File: src/rtl/joy_move_ctrl.sv
// Joystick-driven position controller: synchronize and debounce four switches, step a
// saturating x/y position on press and at a fixed repeat rate, publish it on vsync edges.
module joy_move_ctrl #(
  parameter int TICK_DIV = 5000000,
  parameter int DEB_LEN  = 250000,
  parameter int X_MAX    = 639,
  parameter int Y_MAX    = 479,
  parameter int X_INIT   = 320,
  parameter int Y_INIT   = 240
) (
  input  logic       clk,
  input  logic       reset,
  input  logic       left,
  input  logic       right,
  input  logic       up,
  input  logic       down,
  input  logic       vsync,
  output logic [9:0] player_x,
  output logic [9:0] player_y,
  output logic       moving
);

  localparam int TW = (TICK_DIV > 1) ? $clog2(TICK_DIV) : 1;
  localparam int DW = (DEB_LEN > 1) ? $clog2(DEB_LEN) : 1;
  localparam logic [TW-1:0] TICK_LAST = TW'(TICK_DIV - 1);
  localparam logic [DW-1:0] DEB_LAST  = DW'(DEB_LEN - 1);

  typedef enum logic {IDLE, HOLD} state_t;

  // Direction bit order: [3]=left [2]=right [1]=up [0]=down
  logic [3:0]    raw, sync1, sync2, deb;
  logic [DW-1:0] deb_cnt [4];
  state_t        state;
  logic [TW-1:0] tick;
  logic [9:0]    joy_x, joy_y, nxt_x, nxt_y;
  logic          vsync_prev;

  assign raw = {left, right, up, down};

  always_ff @(posedge clk) begin
    if (reset) begin
      sync1 <= '0;
      sync2 <= '0;
      deb   <= '0;
      for (int i = 0; i < 4; i++) deb_cnt[i] <= '0;
    end else begin
      sync1 <= raw;
      sync2 <= sync1;
      for (int i = 0; i < 4; i++) begin
        if (sync2[i] != deb[i]) begin
          if (deb_cnt[i] == DEB_LAST) begin
            deb[i]     <= sync2[i];
            deb_cnt[i] <= '0;
          end else begin
            deb_cnt[i] <= deb_cnt[i] + 1'b1;
          end
        end else begin
          deb_cnt[i] <= '0;
        end
      end
    end
  end

  // Position one step away in the highest-priority held direction, saturating at the edges.
  always_comb begin
    nxt_x = joy_x;
    nxt_y = joy_y;
    if (deb[3]) begin
      if (joy_x != 10'd0) nxt_x = joy_x - 10'd1;
    end else if (deb[2]) begin
      if (joy_x < 10'(X_MAX)) nxt_x = joy_x + 10'd1;
    end else if (deb[1]) begin
      if (joy_y != 10'd0) nxt_y = joy_y - 10'd1;
    end else if (deb[0]) begin
      if (joy_y < 10'(Y_MAX)) nxt_y = joy_y + 10'd1;
    end
  end

  always_ff @(posedge clk) begin
    if (reset) begin
      state  <= IDLE;
      moving <= 1'b0;
      tick   <= '0;
      joy_x  <= 10'(X_INIT);
      joy_y  <= 10'(Y_INIT);
    end else begin
      unique case (state)
        IDLE: begin
          tick <= '0;
          if (|deb) begin
            joy_x  <= nxt_x;
            joy_y  <= nxt_y;
            state  <= HOLD;
            moving <= 1'b1;
          end
        end
        HOLD: begin
          // Release beats a coincident tick; direction changes keep the running count.
          if (!(|deb)) begin
            state  <= IDLE;
            moving <= 1'b0;
            tick   <= '0;
          end else if (tick == TICK_LAST) begin
            joy_x <= nxt_x;
            joy_y <= nxt_y;
            tick  <= '0;
          end else begin
            tick <= tick + 1'b1;
          end
        end
        default: begin
          state  <= IDLE;
          moving <= 1'b0;
          tick   <= '0;
        end
      endcase
    end
  end

  // Nonblocking load picks up the pre-step joy value when a step lands on the edge cycle.
  always_ff @(posedge clk) begin
    if (reset) begin
      vsync_prev <= 1'b0;
      player_x   <= 10'(X_INIT);
      player_y   <= 10'(Y_INIT);
    end else begin
      vsync_prev <= vsync;
      if (vsync && !vsync_prev) begin
        player_x <= joy_x;
        player_y <= joy_y;
      end
    end
  end

endmodule
File: config.mk
export PLATFORM = sky130hd
export DESIGN_NAME = joy_move_ctrl
export DESIGN_NICKNAME = d
export VERILOG_FILES = /design/src/rtl/joy_move_ctrl.sv
export SDC_FILE = /design/constraint.sdc
export NUM_CORES = 1
export LEC_CHECK = 0
export ABC_AREA = 1
export CAP_MARGIN = 40
export CORE_ASPECT_RATIO = 1.75
export CORE_MARGIN = 2
export CORE_UTILIZATION = 67
export DETAILED_ROUTE_END_ITERATION = 6
export GPL_TIMING_DRIVEN = 0
export PLACE_DENSITY = 0.95
export SYNTH_ARGS = -nofsm -noshare
export SYNTH_HDL_FRONTEND = slang
export SYNTH_SLANG_ARGS = --single-unit
File: constraint.sdc
create_clock -name clk -period 4 [get_ports clk]
set_input_delay 0.8 -clock clk [delete_from_list [all_inputs] [get_ports clk]]
set_output_delay 0.8 -clock clk [all_outputs]
set_load 0.01 [all_outputs]
## Word level (Yosys, flattened, before mapping)

Memory sizes are Yosys's and may differ from the RTL's.
Index checks and enable logic that the tools add are counted.

| word-level totals | value |
|---|---|
| register bits | 78 |
| RAM bits | 72 |
| bits of input ports | 7 |
| output and inout bits | 21 |
| word-level logic and storage cells | 146 |
| memories kept | 1 |

Memories:

| name | depth | width | rd ports | clocked after memory_dff | write ports | line | text |
|---|---|---|---|---|---|---|---|
| deb_cnt | 4 | 18 | 4 | 0 | 4 | 32 | `logic [DW-1:0] deb_cnt [4];` |

| cells by class | value |
|---|---|
| add/subtract/negate cells | 9 |
| $lt $le $gt $ge | 2 |
| eq/ne operators | 13 |
| mux-type cells | 83 |
| bitwise gates (word level) | 13 |
| reductions and logical operators | 11 |

Operators with widths:

| kind | count |
|---|---|
| 18-bit 2-to-1 mux | 12 |
| 10-bit 2-to-1 mux | 16 |
| 18-bit by 1-bit adder with 18-bit output, second input constant | 4 |
| 18-bit equality test, second input constant | 4 |
| 1-bit 2-to-1 mux | 49 |
| 23-bit 2-to-1 mux | 2 |
| 23-bit one-hot mux with 2 select lines | 1 |
| 10-bit one-hot mux with 2 select lines | 2 |
| 23-bit by 1-bit adder with 23-bit output, second input constant | 1 |
| 23-bit equality test, second input constant | 1 |
| 10-bit by 1-bit adder with 10-bit output, second input constant | 2 |
| 10-bit nonzero test | 2 |
| 10-bit by 1-bit subtractor with 10-bit output, second input constant | 2 |
| 1-bit OR | 12 |
| 10-bit less-than comparator, second input constant | 1 |
| 10-bit by 9-bit less-than comparator with 1-bit output, second input constant | 1 |
| 2-bit AND reduction | 5 |
| 1-bit != test | 4 |
| 2-bit by 1-bit != test with 1-bit output, second input constant | 2 |
| 2-bit != test, second input constant | 2 |
| 4-bit OR reduction | 1 |
| 3-bit AND reduction | 1 |
| 1-bit one-hot mux with 2 select lines | 1 |
| 1-bit logical AND | 1 |
| other kinds (2) | 2 |

## Depth between registers and ports, before layout

Gate-level depths: netlist (run 1).

| logic depth | value |
|---|---|
| word-level depth | 9 |
| depth in mapped cells | 13 |
| depth with buffers taken out | 13 |

## Worst setup path after synthesis (run 1)

OpenSTA, ideal clock, no wires.

| timing | value |
|---|---|
| path kind | register to register |
| from | register deb[1] |
| to | register joy_y[5] |
| library setup time | 117 ps |
| data arrival time | 1914 ps |
| data required time | 3883 ps |
| setup slack | 1969 ps |
| cell stages (with the launch flop) | 14 |
| buffers on the path | 1 |
| period minus slack after synthesis | 2031 ps |
| cells stage by stage | dfxtp_1 > inv_1 > nand2_1 > inv_1 > nand2_1 > inv_1 > ha_1 > nor2_1 > nand3_1 > a21oi_1 > nand3_2 > buf_6 > a21oi_1 > nand2_1 |

| on the way | value |
|---|---|
| longest elaborated chain between the ends | 6 |
| elaborated cells on any way between the ends | 11 |
| classes of those cells | eq/ne: 2; mux: 7; reduce/logical: 2 |

Ends and longest elaborated chain:

| item | line | text |
|---|---|---|
| from (decl) | 31 | `logic [3:0] raw, sync1, sync2, deb;` |
| from (signal, indexed assignment) | 52 | `deb[i] <= sync2[i];` |
| 10-bit 2-to-1 mux | 72 | `end else if (deb[1]) begin` |
| 10-bit 2-to-1 mux | 70 | `end else if (deb[2]) begin` |
| 10-bit 2-to-1 mux | 68 | `if (deb[3]) begin` |
| 10-bit 2-to-1 mux | 103 | `end else if (tick == TICK_LAST) begin` |
| 10-bit 2-to-1 mux | 99 | `if (!(\|deb)) begin` |
| 10-bit one-hot mux with 2 select lines | 87 | `unique case (state)` |
| to (signal assigned) | 85 | `joy_y <= 10'(Y_INIT);` |
| to (signal assigned) | 92 | `joy_y <= nxt_y;` |
| to (signal assigned) | 105 | `joy_y <= nxt_y;` |
| to (decl) | 35 | `logic [9:0] joy_x, joy_y, nxt_x, nxt_y;` |

Parallel ways exist; a longest one is shown, timed or not. The select of a mux whose other input is x is not followed.
A chain may end at the register's enable or synchronous reset.

## Worst setup path after layout (run 1)

| timing | value |
|---|---|
| from | register deb[1] |
| to | register joy_x[1] |

| on the way | value |
|---|---|
| longest elaborated chain between the ends | 3 |
| elaborated cells on any way between the ends | 4 |
| classes of those cells | eq/ne: 2; reduce/logical: 2 |

Ends and longest elaborated chain:

| item | line | text |
|---|---|---|
| 4-bit OR reduction (*) | 90, 99 |  |
| 2-bit by 1-bit != test with 1-bit output (no source line) / 2-bit != test (equally long branches) | n/a |  |
| 3-bit AND reduction (no source line) (*) | n/a |  |
| to (signal assigned) | 84 | `joy_x <= 10'(X_INIT);` |
| to (signal assigned) | 91 | `joy_x <= nxt_x;` |
| to (signal assigned) | 104 | `joy_x <= nxt_x;` |
| to (decl) | 35 |  |

Mark *: on every way between the ends. The rest lies on a longest branch, timed or not.

==> reports/metrics.csv, run 1 <==
stage,metric,value,unit
run_status,status,"complete, no violations",
critical_path,crit_chain,inv_1 > nand2_1 > inv_1 > nand2_1 > inv_1 > ha_1 > nor3_1 > a21boi_1 > nand3_2 > o21ai_0 > nor2_1,
synthesis,synth_cell_types,47,
power,seq_power_share,50.7,%
critical_path,worstPathMaxFanout,15,
power,p_comb_share,4.8,%
cts,htreeDepth,4,
synthesis,yosys_warnings,0,
synthesis,synth_edf_count,72,
cts,clk_path_buf_depth,2,
cts,clock-sinks,150,
power,sw_frac_of_total,23.3,%
power,p_int,2.57,mW
sta,max_freq,366,MHz
sta,worst_slack,1.27,ns
power,clock_power_share,44.4,%
critical_path,crit_arrival,3.05,ns
place,dp_slack,1.31,ns
power,power_switching,780,uW
floorplanning,die_x,88.7,um
sta,period_needed,2.73,ns
routing,drtIter0Drc,742,
sta,setup_viol,0,
synthesis,syn_area,0.00842,sq mm
sta,tightest_slew,0.718,ns
final_layout,finalNetCount,1225,
critical_path,worstSetupPathType,reg2reg,
routing,drc_errors,0,
sta,relSlewSlack,52.1,%
floorplanning,design.core.area,0.0124,sq mm
routing,wl_per_cell,14.6,um
sta,final_hold_viol_count,0,
global_route,grt_max_degree,17,
synthesis,postSynthCellCount,1075,
floorplanning,die-area,0.0135,sq mm
power,power,3.35,mW
floorplanning,dieHeight,152,um
critical_path,reg2reg_setup_slack,1.27,ns
floorplanning,initial_core_util,68.1,%
final_layout,multi_input_area,0.00439,sq mm
routing,routed_wl,20.0,mm
final_layout,seqCellArea,0.00372,sq mm
final_layout,antenna_cells,0,
routing,vias,7693,
routing,dr.pass1.iters,6,
place,gp_congestion,0.924,
critical_path,cp.buffers_inverters,3,
critical_path,critPathMostFrequentCell,inv_1,
final_layout,drive_above_1_share,6.39,%
global_route,antenna_found_initial,0,
job,drv_cap,0,
global_route,track_usage,30.5,%
routing,final_antenna_net_count,0,
place,placed_cell_area,0.00917,sq mm
sta,rsz0062_at_grt,false,
critical_path,end_kind,flip-flop,
synthesis,ys_ff_latch,150,
cts,cts_root_buf,clkbuf_16,
critical_path,cp_slowest_cell,dfxtp_1,
critical_path,r2r-end,joy_x[1],
cts,cts_hold_buf,0,
global_route,grt_pass1_vias,7526,
synthesis,synth_top_area_share,25.7,%
synthesis,async_reset_ff_share,0,%
critical_path,cpPeakStageDelay,0.78,ns
cts,post_cts_buffers,0,
final_layout,final_core_util,78.5,%
final_layout,fillers,792,
critical_path,cp_data_required_time,4.32,ns
power,p_per_area,345,mW/mm^2
sta,fin_worst_skew,0.0105,ns
final_layout,final_common_cell,nand2_1,
place,place.port_buffers,27,
power,vdd_ir_drop_max,0.326,mV
min_path,hp-class,reg2reg,
synthesis,synth_top_area_cell,edfxtp_1,
power,p_leak,3.99,nW
global_route,grt_pass1_wl,32.9,mm
sta,setup-tns-final,0,ns
synthesis,syn_avg_cell_area,7.83,sq um
cts,cts_made_buffers,17,
cts,clkTransAtPathRegs,0.06,ns
cts,cts_resized,0,
critical_path,reg2regPathDepth,11,
final_layout,area_growth,15.3,%
place,dp_hpwl,13.7,mm
min_path,hold_end,sync2[2],
critical_path,start_kind,flip-flop,
cts,cts_tree,built,
cts,clock_latency,0.43,ns
sta,finalCritPeriodShare,68.2,%
sta,slew_violations,0,
routing,viasPerCell,5.60,
floorplanning,num_rows,54,
critical_path,reg2reg_from,deb[1],
min_path,hp-start,sync1[2],
synthesis,synthTopCellsByArea,"edfxtp_1, dfxtp_1, nand2_1",
critical_path,crit_family,simple AND/OR/NAND/NOR gates,
final_layout,layout_common_cells,"nand2_1, nor2_1, inv_1, dfxtp_1, a21oi_1",
min_path,holdPathStages,2,
global_route,grt_overflow_total,0,
floorplanning,io_pins,28,
synthesis,yosysSeqAreaShare,44.2,%
synthesis,ys.flop_type,dfxtp_1,
final_layout,postLayoutCellArea,0.00971,sq mm
[metrics by stage]
| step | cells | hold slack, ns |
|---|---|---|
| after floorplan | 1146 | 0.388 |
| after global placement | 1341 | 0.391 |
| after detailed placement | 1341 | 0.397 |
| after CTS | 1373 | 0.417 |
| after global routing | 1373 | 0.435 |
| final | 1373 | 0.417 |
[power by group through the flow]
| stage | clock, mW | sequential (mW) | combinational [mW] |
|---|---|---|---|
| after floorplan | 0 | 1.72 | 0.0924 |
| after global placement | 0 | 1.73 | 0.149 |
| after detailed placement | 0 | 1.73 | 0.153 |
| after CTS | 1.49 | 1.70 | 0.157 |
| after global routing | 1.55 | 1.70 | 0.180 |
| final | 1.49 | 1.70 | 0.162 |
[area by class of cell]
type                            instances  share of cell area, %
Tap cell                              168                   2.16
Buffer                                 17                   1.01
Clock inverter                         12                   1.10
Clock buffer                           20                   4.50
Inverter                              127                   4.91
Multi-Input combinational cell        852                   45.2
Sequential cell                       150                   38.3
Timing Repair Buffer                   27                   2.78
[cells by family (layout without fill, tap and decap cells)]
kind of cell,Yosys count,count (layout),share of synthesized area (%)
buffers and inverters,144,203,6.82
XOR/XNOR,46,46,4.78
AND/OR/NAND/NOR,585,585,32.4
other,1,72,0.0445
adder cells (fa/ha/maj),26,26,4.04
AO/OA/AOI/OAI,123,123,7.68
flip-flops,150,150,44.2
[flip-flops by register name (all words and copies together) (netlist names)]
register	flops
moving	1
deb_cnt	72
state	1
tick	23
player_y	10
deb	4
joy_x	10
vsync_prev	1
sync1	4
sync2	4
player_x	10
joy_y	10
[Yosys cell counts (all sizes together) (2+ instances only)]
library cell  instances
a21boi                2
a21oi                76
buf                   8
clkbuf                9
dfxtp                78
edfxtp               72
fa                    2
ha                   24
inv                 127
nand2               238
nand3                66
nand3b               10
nand4                24
nor2                168
nor3                 47
nor3b                13
nor4                  8
o211ai                3
o21a                  3
o21ai                34
o21bai                2
or2                  11
xnor2                11
xor2                 35
[metal layers]
metal,track usage (%),vias to the layer above,routed length [um]
met3,5.58,89,928
met4,16.5,0,838
li1,-,3710,-
met2,54.1,313,10800
met1,32.9,3581,7440
met5,0,-,0
[worst register-to-register path: stages, from the launching register on]
cell and delay, ns:
dfxtp_1 0.78, inv_1 0.20, nand2_1 0.14, inv_1 0.05, nand2_1 0.09, inv_1 0.09
ha_1 0.22, nor3_1 0.27, a21boi_1 0.25, nand3_2 0.24, o21ai_0 0.23, nor2_1 0.07
[worst max-delay path by stage]
stage                start             end  slack (ns)  depth (start not counted)
floorplan           deb[1]        joy_y[5]        1.97                         13
global placement     reset  deb_cnt[1][14]        1.33                          8
detailed placement   reset  deb_cnt[1][14]        1.31                          8
CTS                 deb[1]        joy_x[3]        1.35                         11
global route        deb[1]        joy_x[4]        1.01                         11
finish              deb[1]        joy_x[1]        1.27                         11
No activity file was read; power rests on OpenSTA's default activity.
==> run 2: changes to the inputs <==
- CORE_UTILIZATION: 67 -> 62
- PLACE_DENSITY: 0.95 -> 0.9
- clock period: 4 -> 2.8 ns (I/O delays scaled with it)
==> reports/metrics.csv, run 2 (synthesis results as in run 1) <==
stage,metric,value,unit,change
floorplanning,initial_core_util,63.3,%,-4.9 points
sta,setup_viol,0,,unchanged
min_path,holdPathStages,2,,unchanged
routing,drc_errors,1,,+1
place,gp_congestion,0.940,,+1.7%
sta,final_hold_viol_count,0,,unchanged
critical_path,start_kind,flip-flop,,
critical_path,crit_arrival,2.79,ns,-0.26 ns
final_layout,largest_reg_flops,72,,unchanged
place,place.port_buffers,27,,unchanged
final_layout,top_register,deb_cnt,,
global_route,antenna_found_initial,0,,unchanged
cts,htreeDepth,4,,unchanged
min_path,hp-start,sync1[1],,
critical_path,end_kind,flip-flop,,
floorplanning,num_rows,56,,+3.7%
critical_path,crit_family,simple AND/OR/NAND/NOR gates,,
critical_path,r2r-end,joy_x[3],,
global_route,grt_max_degree,17,,unchanged
final_layout,finalNetCount,1225,,unchanged
sta,max_freq,404,MHz,+10%
sta,rsz0062_at_grt,false,,
power,p_per_area,504,mW/mm^2,+46%
final_layout,multi_input_area,0.00439,sq mm,unchanged
min_path,hp-class,reg2reg,,
cts,cts_made_buffers,17,,unchanged
min_path,hold_end,sync2[1],,
floorplanning,die-area,0.0146,sq mm,+7.8%
cts,clk_path_buf_depth,2,,unchanged
critical_path,cp.buffers_inverters,1,,-2
critical_path,path_depth,9,,-2
routing,wl_per_cell,14.1,um,-3.1%
final_layout,antenna_cells,0,,unchanged
sta,worst_slack,0.323,ns,-0.948 ns
power,vdd_ir_drop_max,0.488,mV,+50%
cts,cts_root_buf,clkbuf_16,,
place,dp_hpwl,13.8,mm,+0.71%
routing,dr.pass1.iters,7,,+1
cts,clock-sinks,150,,unchanged
run_status,violations,design-rule violations,,
global_route,grt_pass1_vias,7540,,+0.19%
critical_path,worstSetupPathType,reg2reg,,
cts,clock_latency,0.43,ns,about the same
critical_path,reg2reg_setup_slack,0.32,ns,-0.95 ns
cts,cts_tree,built,,
final_layout,layout_common_cells,"nand2_1, nor2_1, inv_1, dfxtp_1, a21oi_1",,
routing,viasPerCell,5.52,,-1.5%
final_layout,seqCellArea,0.00372,sq mm,about the same
cts,post_cts_buffers,0,,unchanged
place,dp_slack,0.161,ns,-1.15 ns
floorplanning,design.core.area,0.0133,sq mm,+7.7%
global_route,grt_pass1_wl,32.5,mm,-1.1%
sta,tightest_slew,0.622,ns,-0.0965 ns
critical_path,cp_slowest_cell,dfxtp_1,,
sta,slew_violations,0,,unchanged
final_layout,reg.largest.list,"deb_cnt x72, tick x23",,
critical_path,cp_data_required_time,3.12,ns,-1.20 ns
final_layout,drive_above_1_share,6.80,%,+0.41 points
final_layout,fillers,981,,+24%
final_layout,area_growth,15.8,%,
floorplanning,die_x,92.1,um,+3.8%
critical_path,crit_chain,nor2_1 > nand2_1 > inv_1 > ha_1 > nor3_1 > a21boi_1 > nand3_2 > o21ai_0 > nor2_1,,
critical_path,worstPathMaxFanout,15,,unchanged
cts,clkTransAtPathRegs,0.06,ns,about the same
critical_path,reg2reg_from,deb[3],,
routing,drtIter0Drc,504,,-32%
critical_path,critPathMostFrequentCell,nor2_1,,
floorplanning,io_pins,28,,unchanged
sta,relSlewSlack,58.6,%,+6.5 points
routing,vias,7610,,-1.1%
final_layout,final_common_cell,nand2_1,,
global_route,track_usage,27.7,%,-2.8 points
job,drv_cap,0,,unchanged
routing,final_antenna_net_count,0,,unchanged
sta,finalCritPeriodShare,88.5,%,+20 points
critical_path,cpPeakStageDelay,0.71,ns,-0.07 ns
run_status,status,"finished, violations left",,
critical_path,reg2regPathDepth,9,,-2
sta,setup-tns-final,0,ns,unchanged
routing,routed_wl,19.4,mm,-2.7%
sta,period_needed,2.48,ns,-0.252 ns
global_route,grt_overflow_total,0,,unchanged
floorplanning,dieHeight,158,um,+3.8%
sta,fin_worst_skew,0.00936,ns,-0.00113 ns
power,p_leak,4.02,nW,+0.62%
## run 2: layout make-up
type	count	area share [%]
clock buffers	18	4.50
repair buffers	27	2.77
inverters	127	4.89
well taps	174	2.23
plain buffers	17	1.00
flip-flops and latches	150	38.2
clock inverters	14	1.42
multi-input cells	852	45.0
## run 2: per-layer routing
layer	global-route usage (%)	vias to the layer above	wire length, um
met2	53.2	249	10600
met1	28.6	3550	7170
li1	-	3726	-
met5	0	-	0
met4	14.8	0	816
met3	4.09	85	891
## run 2: metrics by stage
| step | instance area, sq um | power [mW] | hold slack (ns) | std cells | utilization [%] |
|---|---|---|---|---|---|
| floorplan | 8690 | 2.60 | 0.388 | 1146 | - |
| global placement | 9180 | 2.68 | 0.391 | 1347 | 68.9 |
| detailed placement | 9180 | 2.69 | 0.398 | 1347 | 68.9 |
| CTS | 9750 | 4.91 | 0.416 | 1379 | 73.3 |
| global route | 9750 | 5.06 | 0.441 | 1379 | 73.3 |
| finish | 9750 | 4.92 | 0.413 | 1379 | 73.3 |
## run 2: what timing repair did
item / in CTS / in global routing
resized for setup: 0 / 1
endpoints found under the setup margin: 0 / 9
hold buffers: 0 / 0
## run 2: report_power, final
group          switching (mW)  internal [mW]
combinational           0.142         0.0868
clock                   0.990           1.27
sequential             0.0614           2.37
## run 2: worst max-delay path by stage
stage | start | end | slack, ns
floorplan | deb[1] | joy_y[5] | 0.77
global placement | deb[1] | joy_x[4] | 0.30
detailed placement | deb[1] | joy_x[0] | 0.16
CTS | deb[1] | joy_x[3] | 0.14
global route | deb[3] | joy_x[4] | 0.12
finish | deb[3] | joy_x[3] | 0.32
## run 2: worst reg2reg max path, cell delays in order (launching register included)
cell and delay (ns):
dfxtp_1 0.71, nor2_1 0.17, nand2_1 0.14, inv_1 0.09
ha_1 0.20, nor3_1 0.24, a21boi_1 0.22, nand3_2 0.25
o21ai_0 0.29, nor2_1 0.07
==> patch 1: new RTL, flow settings as in run 2 <==
Register the output `player_y` once more, cleared by the reset; this adds one clock of latency there. The other outputs are not delayed to match.
--- a/src/rtl/joy_move_ctrl.sv
+++ b/src/rtl/joy_move_ctrl.sv
@@ -26,6 +26,8 @@
   localparam logic [DW-1:0] DEB_LAST  = DW'(DEB_LEN - 1);
 
   typedef enum logic {IDLE, HOLD} state_t;
+
+  logic [9:0] player_y_s0;
 
   // Direction bit order: [3]=left [2]=right [1]=up [0]=down
   logic [3:0]    raw, sync1, sync2, deb;
@@ -122,14 +124,22 @@
     if (reset) begin
       vsync_prev <= 1'b0;
       player_x   <= 10'(X_INIT);
-      player_y   <= 10'(Y_INIT);
+      player_y_s0 <= 10'(Y_INIT);
     end else begin
       vsync_prev <= vsync;
       if (vsync && !vsync_prev) begin
         player_x <= joy_x;
-        player_y <= joy_y;
+        player_y_s0 <= joy_y;
       end
     end
   end
 
+  always_ff @(posedge clk) begin
+    if (reset) begin
+      player_y <= '0;
+    end else begin
+      player_y <= player_y_s0;
+    end
+  end
+
 endmodule
Behaviour: not the same (Yosys sat finds a counterexample within 4 cycles, from zero or initial values and one cycle with reset high).
==> patch 1 against run 2 <==
Design area increased by 2.6%. Critical path depth increased by 1. Setup slack got worse by 0.041 ns. Sequential cell count increased by 10. Via count increased by 1.4%. Wire length increased by 2.1%. Area after synthesis increased by 2.9%. Fmax decreased by 1.6%. Power increased by 4.9%.
==> patch 1: results (changes against run 2) <==
Drt
  – Metal3 WL: 802 µm (-10%)
  – DR vias: 7715 (+1.4%)
  – Initial drt markers: 552 (+9.5%)
  – DR WL met2: 10.6 mm (+0.44%)
  – Final WL: 19.9 mm (+2.1%)
  – Drt first pass iters: 5 (-2)
  – Metal-1 WL: 7.31 mm (+2.0%)
  – Top routing layer in use: met4

STA
  – Worst hold slack: 0.413 ns (+0.000311 ns)
  – Clock Skew: 0.00901 ns (-0.000346 ns)
  – Worst slew margin: 52.6% (-6.0 points)

GRT
  – Largest net degree at the start of global routing: 17 (unchanged)
  – Vias in the first global route: 7573 (+0.44%)
  – Initial antenna violation count: 0 (unchanged)
  – Total Routing Usage GR: 27.4% (-0.35 points)
  – First-pass GRT wire length: 33.2 mm (+2.0%)

Synth
  – Post-synthesis compound-gate area fraction: 8.29% (+0.61 points)
  – Synth area leaders: edfxtp_1 (25%), dfxtp_1 (20%), nand2_1 (9.4%)
  – Top FF cell, synth: dfxtp_1
  – Post-Synthesis Cells: 1099 (+2.2%)
  – Xor and xnor area share after synthesis: 4.04% (-0.74 points)
  – Post-synth EDFFs: 72 (unchanged)
  – Syn. warnings: 0 (unchanged)
  – Post-synth ARST share: 0% (unchanged)
  – Sequential area share after synthesis: 45.3% (+1.1 points)
  – Commonest cells post-synth: nand2_1 (218), nor2_1 (166), inv_1 (129)
  – Synth cell types: 46 (-2.1%)
  – Synth Area in Adders: 3.93% (-0.11 points)

Final layout
  – Top flop regs: deb_cnt x72, tick x23
  – Layout Nets: 1248 (+1.9%)
  – Ant. Diodes: 0 (unchanged)
  – Non-filler cells, final: 1405 (+1.9%)
  – Fraction of layout cells with a size suffix above 1: 7.25% (+0.44 points)

Clock tree
  – CTS Root Cell: clkbuf_16
  – H-tree lvl count: 4 (unchanged)
  – Post_cts resized: 0 (unchanged)
  – Postcts setup bufs: 0 (unchanged)
  – Clk_lat worst skew: 0.43 ns (about the same)
  – Total CTS buffers: 17 (unchanged)
  – Clk pin slew, worst setup/hold paths: 0.07 ns
  – Clock tree buffer depth: 2 (unchanged)

Min path
  – WHS Path Cells: 2 (unchanged)
  – Critical hold path startpoint: sync1[0]
  – WHS Endpoint: sync2[0]
  – Worst min-delay path class: flop to flop

Critical path
  – Crit path max fanout: 10 (-5)
  – Start of the worst register-to-register path: deb[3]
  – Reg2Reg Depth: 10 (+1)
  – Setup slack, reg-to-reg: 0.28 ns (-0.04 ns)
  – Crit path arrival time: 2.83 ns (+0.04 ns)

Power and ir drop
  – VDD IR max: 0.434 mV (-11%)
  – Leakage: 4.04 nW (+0.62%)

Status
  – Status: finished, final reports clean

Placement
  – DP Worst Slack: 0.261 ns (+0.100 ns)
  – Gpl congestion: 0.971 (+3.3%)
  – Port bufs: 26 (-3.7%)
  – Area after DPL: 9410 µm² (+2.6%)
  – Detailed placer's ending HPWL: 14.1 mm (+2.2%)
  – DP Cell Count: 1373 (+1.9%)
==> patch 1: metrics by stage <==
stage          utilization, %  power [mW]
2_1_floorplan               -        2.75
3_3_place_gp             68.4        2.84
3_5_place_dp             68.4        2.85
4_1_cts                  72.7        5.16
5_1_grt                  72.7        5.29
6_report                 72.7        5.16
==> patch 1: layer usage <==
metal,up-vias,GRT usage [%]
li1,3799,-
met1,3592,28.3
met2,224,49.7
met3,100,4.92
met4,0,16.9
met5,-,0
==> patch 1: layout make-up <==
class | instances | area [µm²]
Buffer | 20 | 123
Clock buffer | 18 | 429
Clock inverter | 14 | 164
Fill cell | 1025 | 3760
Inverter | 133 | 499
Multi-Input combinational cell | 857 | 4380
Sequential cell | 160 | 3930
Tap cell | 177 | 221
Timing Repair Buffer | 26 | 260
==> patch 1: report_power, final <==
| group | internal, mW | switching (mW) | total [mW] |
|---|---|---|---|
| Clock | 1.40 | 0.947 | 2.35 |
| Combinational | 0.0850 | 0.149 | 0.234 |
| Sequential | 2.52 | 0.0596 | 2.58 |
| Total | 4.00 | 1.16 | 5.16 |
==> patch 1: worst max path at each step <==
stage	from	to	slack (ns)	cells after the start
after detailed placement	deb[1]	joy_x[1]	0.26	11
after global routing	deb[3]	joy_x[1]	0.12	10
after CTS	deb[1]	joy_x[3]	0.20	11
after global placement	deb[1]	joy_x[1]	0.31	11
final	deb[3]	joy_x[3]	0.28	10
after floorplan	deb[1]	joy_x[5]	0.73	13
==> patch 1: worst max-delay path: stages (launching register included) <==
cell,delay (ns)
dfxtp_1,0.63
buf_6,0.21
nor2_1,0.09
nand2_1,0.11
inv_1,0.08
ha_1,0.21
nor3_1,0.28
a21boi_1,0.27
nand3_2,0.24
o21ai_0,0.24
nor2_1,0.06
==> patch 2: new RTL, settings of run 2 <==
Made on the original files. `TICK_DIV`: 5000000 -> 2500000.
--- a/src/rtl/joy_move_ctrl.sv
+++ b/src/rtl/joy_move_ctrl.sv
@@ -1,7 +1,7 @@
 // Joystick-driven position controller: synchronize and debounce four switches, step a
 // saturating x/y position on press and at a fixed repeat rate, publish it on vsync edges.
 module joy_move_ctrl #(
-  parameter int TICK_DIV = 5000000,
+  parameter int TICK_DIV = 2500000,
   parameter int DEB_LEN  = 250000,
   parameter int X_MAX    = 639,
   parameter int Y_MAX    = 479,
Behaviour: same outputs for any inputs over 10 cycles, from zero or initial values and one cycle with reset high; that may be too few to reach the edited logic, so the function may still have changed.
==> patch 2 against run 2 <==
Via count is 5.9% lower. Largest power group unchanged. Sequential cell count is 1 lower. Highest routed layer unchanged. Fmax is 2.8% higher. Setup slack better by 0.067 ns. Global-route usage is 1.6 points lower. Wire length is 8.7% lower. Synthesized cell count is 2.6% lower. Power is 0.97% lower. Design area is 2.6% lower. Area after synthesis is 2.8% lower. Clock skew is 0.0019 ns higher.
==> patch 2: results (changes against run 2) <==
Status
  – Status: finished, final reports clean

Critical path
  – Crit path arrival time: 2.71 ns (-0.08 ns)
  – Crit. Startpoint: deb[1]
  – Delay-heaviest family, CP: flip-flops
  – Critical R2R Capture: joy_y[8]
  – Reg2Reg Depth: 10 (+1)
  – Crit path max fanout: 16 (+1)
  – Critical Path Sink Type: flop
  – Max stage delay on crit path: 0.77 ns (+0.06 ns)
  – Setup slack, reg-to-reg: 0.39 ns (+0.07 ns)

Min path
  – WHS Path Cells: 2 (unchanged)
  – Critical hold path startpoint: sync1[2]
  – WHS Endpoint: sync2[2]

GRT
  – Vias in the first global route: 7040 (-6.6%)
  – Total Routing Usage GR: 26.1% (-1.6 points)
  – First-pass GRT wire length: 29.9 mm (-8.1%)

Clock tree
  – Post_cts resized: 0 (unchanged)
  – CTS Root Cell: clkbuf_16
  – Postcts setup bufs: 0 (unchanged)
  – Clk pin slew, worst setup/hold paths: 0.06 ns (about the same)
  – Total CTS buffers: 17 (unchanged)
  – Clock tree buffer depth: 2 (unchanged)

Power and ir drop
  – Sequential fraction of design power: 49.6% (+0.2 points)
  – VDD IR max: 0.390 mV (-20%)
  – Leakage: 4.03 nW (+0.30%)
  – P_sw: 1.10 mW (-7.4%)
  – Clock network fraction of total power: 45.8% (-0.2 points)

STA
  – Clock Skew: 0.0113 ns (+0.00194 ns)
  – Worst slew margin: 53.2% (-5.4 points)
  – Worst hold slack: 0.407 ns (-0.00546 ns)

Final layout
  – Layout Nets: 1196 (-2.4%)
  – Ant. Diodes: 0 (unchanged)
  – Fraction of layout cells with a size suffix above 1: 7.48% (+0.68 points)
  – Filler cell count: 993 (+1.2%)
  – Top flop regs: deb_cnt x72, tick x22

Die
  – Std-Cell Rows: 55 (-1.8%)

Synth
  – Syn. warnings: 0 (unchanged)
  – Post-synth EDFFs: 72 (unchanged)
  – Synth cell types: 40 (-15%)
  – Post-synth ARST share: 0% (unchanged)
  – Synth area leaders: edfxtp_1 (26%), dfxtp_1 (19%), nand2_1 (9.8%)
  – Commonest cells post-synth: nand2_1 (214), nor2_1 (187), inv_1 (113)
  – Sequential area share after synthesis: 45.2% (+1.0 points)

Placement
  – Detailed placer's ending HPWL: 12.8 mm (-7.4%)
  – Gpl congestion: 0.921 (-1.9%)
  – Port bufs: 26 (-3.7%)

Drt
  – Antenna Violating Nets Remaining: 0 (unchanged)
  – Initial drt markers: 469 (-6.9%)
  – Vias per inst: 5.32 (-3.6%)
  – WL/cell: 13.2 µm (-6.5%)
  – Drt first pass iters: 6 (-1)
==> patch 2: final cells by class <==
class / count / area share [%]
Buffer: 19 / 1.22
Clock buffer: 21 / 5.08
Tap cell: 171 / 2.25
Inverter: 115 / 4.54
Multi-Input combinational cell: 835 / 44.2
Timing Repair Buffer: 26 / 2.74
Clock inverter: 11 / 0.974
Sequential cell: 149 / 39.0
==> patch 2: metrics by stage <==
| step | utilization (%) | setup slack [ns] | area (µm²) | total power [mW] | cells |
|---|---|---|---|---|---|
| 2_1_floorplan | - | 0.870 | 8450 | 2.58 | 1118 |
| 6_report | 73.5 | 0.390 | 9500 | 4.87 | 1347 |
| 3_3_place_gp | 69.0 | 0.189 | 8930 | 2.67 | 1315 |
| 4_1_cts | 73.5 | 0.415 | 9500 | 4.88 | 1347 |
| 5_1_grt | 73.5 | 0.131 | 9500 | 5.01 | 1347 |
| 3_5_place_dp | 69.0 | 0.180 | 8930 | 2.68 | 1315 |
==> patch 2: per-layer routing <==
layer | global-route usage [%] | vias to the layer above | routed length, µm
met4 | 13.7 | 0 | 729
li1 | - | 3604 | -
met3 | 4.73 | 71 | 784
met2 | 49.1 | 189 | 9450
met5 | 0 | - | 0
met1 | 27.3 | 3300 | 6790
==> patch 2: kinds of logic (layout without fill, tap and decap cells) <==
kind of cell    count (synthesis)  after routing  share of synthesized area, %
compound gates                112            112                          7.00
xor+xnor                       50             50                          5.35
fa+ha+maj                      26             26                          4.16
buf+inv                       134            192                          6.69
flops                         149            149                          45.2
other cells                     1             72                        0.0458
simple gates                  575            575                          31.5
